$ cat config.mk
export PLATFORM = sky130hd
export DESIGN_NAME = gray_conv_sched
export DESIGN_NICKNAME = d
export VERILOG_FILES = /design/src/rtl/gray_conv_pkg.sv /design/src/rtl/gray_conv_unit.sv /design/src/rtl/gray_conv_sched.sv
export SDC_FILE = /design/constraint.sdc
export NUM_CORES = 1
export LEC_CHECK = 0
export BUFFER_PORTS_ARGS = -buffer_cell sky130_fd_sc_hd__buf_2
export CORE_MARGIN = 3
export CORE_UTILIZATION = 43
export DETAILED_ROUTE_END_ITERATION = 8
export PLACE_DENSITY = 0.79
export SKIP_LAST_GASP = 1
export SLEW_MARGIN = 25
export SYNTH_ARGS = -nofsm -noshare
export SYNTH_HDL_FRONTEND = slang
export SYNTH_HIERARCHICAL = 1
export SYNTH_SLANG_ARGS = --single-unit
$ cat constraint.sdc
create_clock -name clk -period 2.51 [get_ports clk]
set_input_delay 0.251 -clock clk [delete_from_list [all_inputs] [get_ports clk]]
set_output_delay 0.251 -clock clk [all_outputs]
set_load 0.02 [all_outputs]
$ cat src/rtl/gray_conv_pkg.sv
// Shared encodings for the Gray-code conversion scheduler.
package gray_conv_pkg;

    typedef enum logic {
        ST_IDLE   = 1'b0,
        ST_RESULT = 1'b1
    } state_t;

    localparam logic DIR_B2G = 1'b0;
    localparam logic DIR_G2B = 1'b1;

endpackage

$ cat src/rtl/gray_conv_unit.sv
// Combinational binary<->Gray converter shared by all requesters.
module gray_conv_unit
    import gray_conv_pkg::*;
#(
    parameter int unsigned WIDTH = 4
) (
    input  logic [WIDTH-1:0] in,
    input  logic             dir,
    output logic [WIDTH-1:0] out
);

    logic [WIDTH-1:0] gray;
    logic [WIDTH-1:0] bin;

    // Binary to Gray: each bit XORed with its upper neighbour.
    assign gray = in ^ (in >> 1);

    // Gray to binary: running XOR from the MSB downwards.
    always_comb begin
        logic acc;
        bin = '0;
        acc = 1'b0;
        for (int i = WIDTH - 1; i >= 0; i--) begin
            acc    = acc ^ in[i];
            bin[i] = acc;
        end
    end

    assign out = (dir == DIR_G2B) ? bin : gray;

endmodule

$ cat src/rtl/gray_conv_sched.sv
// Round-robin scheduler sharing one Gray-code converter among N_REQ requesters.
module gray_conv_sched
    import gray_conv_pkg::*;
#(
    parameter int unsigned N_REQ = 4,
    parameter int unsigned WIDTH = 4,
    parameter int unsigned ID_W  = $clog2(N_REQ)
) (
    input  logic                   clk,
    input  logic                   rst,
    input  logic [N_REQ-1:0]       req,
    input  logic [N_REQ-1:0]       dir,
    input  logic [N_REQ*WIDTH-1:0] op_in,
    output logic [N_REQ-1:0]       gnt,
    output logic                   out_valid,
    input  logic                   out_ready,
    output logic [WIDTH-1:0]       out_data,
    output logic [ID_W-1:0]        out_id,
    output logic                   out_dir,
    output logic                   busy
);

    state_t           state;
    logic [ID_W-1:0]  last_id;
    logic [ID_W-1:0]  idx;
    logic [ID_W-1:0]  win;
    logic             found;
    logic [WIDTH-1:0] op_sel;
    logic             dir_sel;
    logic [WIDTH-1:0] conv_out;

    // Round-robin search starting just after the last served requester.
    always_comb begin
        found = 1'b0;
        win   = '0;
        idx   = '0;
        for (int unsigned k = 1; k <= N_REQ; k++) begin
            idx = ID_W'((32'(last_id) + k) % N_REQ);
            if (!found && req[idx]) begin
                found = 1'b1;
                win   = idx;
            end
        end
    end

    // Winner operand and direction mux feeding the shared converter.
    always_comb begin
        op_sel  = '0;
        dir_sel = DIR_B2G;
        for (int unsigned i = 0; i < N_REQ; i++) begin
            if (win == ID_W'(i)) begin
                op_sel  = op_in[i*WIDTH +: WIDTH];
                dir_sel = dir[i];
            end
        end
    end

    gray_conv_unit #(
        .WIDTH(WIDTH)
    ) u_conv (
        .in (op_sel),
        .dir(dir_sel),
        .out(conv_out)
    );

    // One-cycle grant pulse in the capture cycle; never during reset or RESULT.
    always_comb begin
        gnt = '0;
        if (!rst && state == ST_IDLE && found) begin
            gnt[win] = 1'b1;
        end
    end

    // Control FSM with registered result, handshake and pointer update.
    always_ff @(posedge clk) begin
        if (rst) begin
            state     <= ST_IDLE;
            out_valid <= 1'b0;
            out_data  <= '0;
            out_id    <= '0;
            out_dir   <= 1'b0;
            busy      <= 1'b0;
            last_id   <= ID_W'(N_REQ - 1);
        end else begin
            case (state)
                ST_IDLE: begin
                    if (found) begin
                        out_data  <= conv_out;
                        out_id    <= win;
                        out_dir   <= dir_sel;
                        last_id   <= win;
                        out_valid <= 1'b1;
                        busy      <= 1'b1;
                        state     <= ST_RESULT;
                    end
                end
                ST_RESULT: begin
                    if (out_ready) begin
                        out_valid <= 1'b0;
                        busy      <= 1'b0;
                        state     <= ST_IDLE;
                    end
                end
                default: begin
                    state     <= ST_IDLE;
                    out_valid <= 1'b0;
                    busy      <= 1'b0;
                end
            endcase
        end
    end

endmodule

==> metrics.md <==
| Metric | Value |
|---|---|
| Area leader, netlist | dfxtp_1 |
| Clk slew on worst S/H paths | 70 ps |
| Core area | 0.00161 mm² |
| Min-Delay Path Class | primary input to flop |
| Placed Cells | 149 |
| Sink Count | 11 |
| Run status | finished clean |
| Area of the multi-input gates | 518 µm² |
| PostCTS Resize Cnt | 0 |
| Tot GR Track Use | 0.155 |
| Psw | 225 µW |
| Cts hold-fix bufs | 0 |
| Syn Nets | 119 |
| Clock power frac | 0.204 |
| Routability Congestion | 0.804 |
| Largest net degree at the start of global routing | 18 |
| PortBufs | 39 |
| Synth-to-Final Area Change | 25.2% |
| Sequential Power Share | 0.360 |
| Fmax | 454 MHz |
| Slowest CP cell | a31oi_4 |
| VDD IR-drop max | 0.000392 V |
| Static Leak | 0.000465 µW |
| Total die area | 0.00239 mm² |
| Vias in the first global route | 717 |
| Comb power frac | 0.436 |
| Register Area | 220 µm² |
| CTS Buf Count | 3 |
| Endpoints failing setup | 0 |
| Dpl cell area | 963 µm² |
| Critical Path AT | 2410 ps |
| Net Sw Frac | 0.376 |
| Residual DRC count | 0 |
| Mapped Area | 791 µm² |
| Drt pass-1 iters | 3 |
| First-pass GRT wire length | 3060 µm |
| List of most frequent post-synthesis cells | 13 x nand2_1, 11 x dfxtp_1, 10 x a21oi_1, 9 x nor2_1, 8 x mux2i_1 |
| Mapped Cells | 92 |
| CP delay by family, top | compound AO/OA/AOI/OAI gates |
| Chip Width | 48.9 µm |
| Final period util | 0.878 |
| Worst Skew | 3.19 ps |
| Internal power | 373 µW |
| Fin. max-slew vios | 0 |
| RSZ-0062 raised after global routing | no |
| Synth top area share | 0.278 |
| Clock Latency Late Sink | 270 ps |
| Final instance area | 990 µm² |
| Dpl hpwl | 1350 µm |
| Layout cell share with drive strength beyond 1 | 0.388 |
| Max clock buf depth | 2 |
| Most used DFF post-synth | dfxtp_1 |
| Final #Nets | 157 |
| Kind of critical path | flop to flop |
| Final antenna-violating net count | 0 |
| Iter 0 DRT Violations | 5 |
| Synth area leaders | dfxtp_1 28%, mux2i_1 10%, a21oi_1 6.3% |
| Total wire length | 1750 µm |
| MaxCap Viol Count | 0 |
| Setup tns final | 0 ps |
| Post-synth EDFFs | 0 |
| Ys Warns | 6 |
| CP max stage delay | 460 ps |
| Filler cell count | 143 |
| Crit end category | flop |
| TritonCTS clock tree | done |
| Postcts setup bufs | 0 |
| Synth async-reset ratio | 0 |
| Vias | 751 |
| Slew @ Worst Pin | 495 ps |
| Final Instance Count excl. Fillers | 153 |
| H-Tree Depth | 1 |
| Overflow after GRT | 0 |
| Slew HR | 0.670 |
| Worst-path fanout max | 17 |
| CP Buf/Inv Count | 0 |
| Antenna violations before repair | 0 |
| Post-layout min period | 2200 ps |
| Most frequently used cell type in the post-synthesis netlist | nand2_1 |
| Vias/cell | 4.91 |
| CP required | 2720 ps |
| Die Y | 48.9 µm |
| Hold Fails Final Rpt | 0 |
| Rows | 14 |
| Seq/Total Area, Yosys | 0.278 |
| Initial Util | 0.491 |
| Routed wire length per instance | 11.4 µm |
| Worst path cell trace | nand3b_1, a31oi_4, nor2b_1, a211oi_1, a21oi_1, xor2_1, nand2_1, xnor2_1, nand2_1, a21oi_1 |
| Synth unique cells | 29 |
| Flops & latches, synth | 11 |
| Synthesized area per cell | 8.60 µm² |
| PwrDens | 605 mW/mm² |
| IO Pins | 40 |
| CTS root buffer | clkbuf_4 |
| Kind of start point of the critical path | flop |
| Antenna Cells | 0 |
==> placed cells by master, fill, tap and decap left out, drive strengths merged <==
| master | instances |
|---|---|
| a211o | 1 |
| a211oi | 5 |
| a21o | 1 |
| a21oi | 11 |
| a31oi | 1 |
| and2 | 1 |
| and2b | 1 |
| and3 | 1 |
| buf | 39 |
| clkbuf | 4 |
| dfxtp | 11 |
| mux2i | 8 |
| nand2 | 13 |
| nand2b | 3 |
| nand3b | 2 |
| nor2 | 9 |
| nor2b | 6 |
| nor3 | 1 |
| nor4 | 1 |
| o21bai | 1 |
| o221ai | 2 |
| or2 | 1 |
| or3 | 1 |
| xnor2 | 2 |
| xor2 | 3 |
==> cell families (layout without fill, tap and decap cells) <==
kind of cell	Yosys count	in the layout	share of synthesized area
AO/OA/AOI/OAI	22	22	0.231
XOR/XNOR	5	5	0.0554
buffers and inverters	6	43	0.0664
flip-flops	11	11	0.278
multiplexers	8	8	0.101
AND/OR/NAND/NOR	40	40	0.267
==> final timing paths <==
path                              end  cells after the start                startpoint  slack, ps
min                  state$_SDFF_PP0_                      2                 out_ready        170
max          out_data[0]$_SDFFE_PP0P_                     10   last_id[1]$_SDFFE_PP1P_        310
min reg2reg  out_data[0]$_SDFFE_PP0P_                      2  out_data[0]$_SDFFE_PP0P_        460
max reg2reg  out_data[0]$_SDFFE_PP0P_                     10   last_id[1]$_SDFFE_PP1P_        310
==> per-layer routing <==
| metal | track usage | part of all wire | up-vias |
|---|---|---|---|
| li1 | - | - | 393 |
| met1 | 0.188 | 0.46 | 337 |
| met2 | 0.274 | 0.49 | 17 |
| met3 | 0.0214 | 0.038 | 4 |
| met4 | 0.0616 | 0.011 | 0 |
| met5 | 0 | 0 | - |
==> state kept, by name, summed over array words and instances, names as in the netlist <==
register	flops
out_data	4
busy	1
state	1
out_dir	1
last_id	2
out_id	2
==> area by class of cell <==
class | instances | area share
Tap cell | 24 | 0.0303
Clock buffer | 4 | 0.0265
Timing Repair Buffer | 39 | 0.197
Multi-Input combinational cell | 75 | 0.523
Sequential cell | 11 | 0.223
==> power groups by stage <==
stage / clock, µW / combinational (µW) / sequential [µW]
after global placement: 0 / 257 / 219
after CTS: 125 / 262 / 216
final: 122 / 261 / 215
after floorplan: 0 / 183 / 244
after detailed placement: 0 / 260 / 219
after global routing: 134 / 288 / 220
==> stage by stage <==
step / power, µW / utilization / worst slack [ps] / hold WS (ps)
detailed placement: 479 / 0.598 / 329 / 445
finish: 598 / 0.614 / 306 / 171
floorplan: 427 / - / 617 / 352
global placement: 475 / 0.598 / 413 / 442
global route: 642 / 0.614 / 28.7 / 168
CTS: 602 / 0.614 / 315 / 169
(Power assumes the default switching activity.)
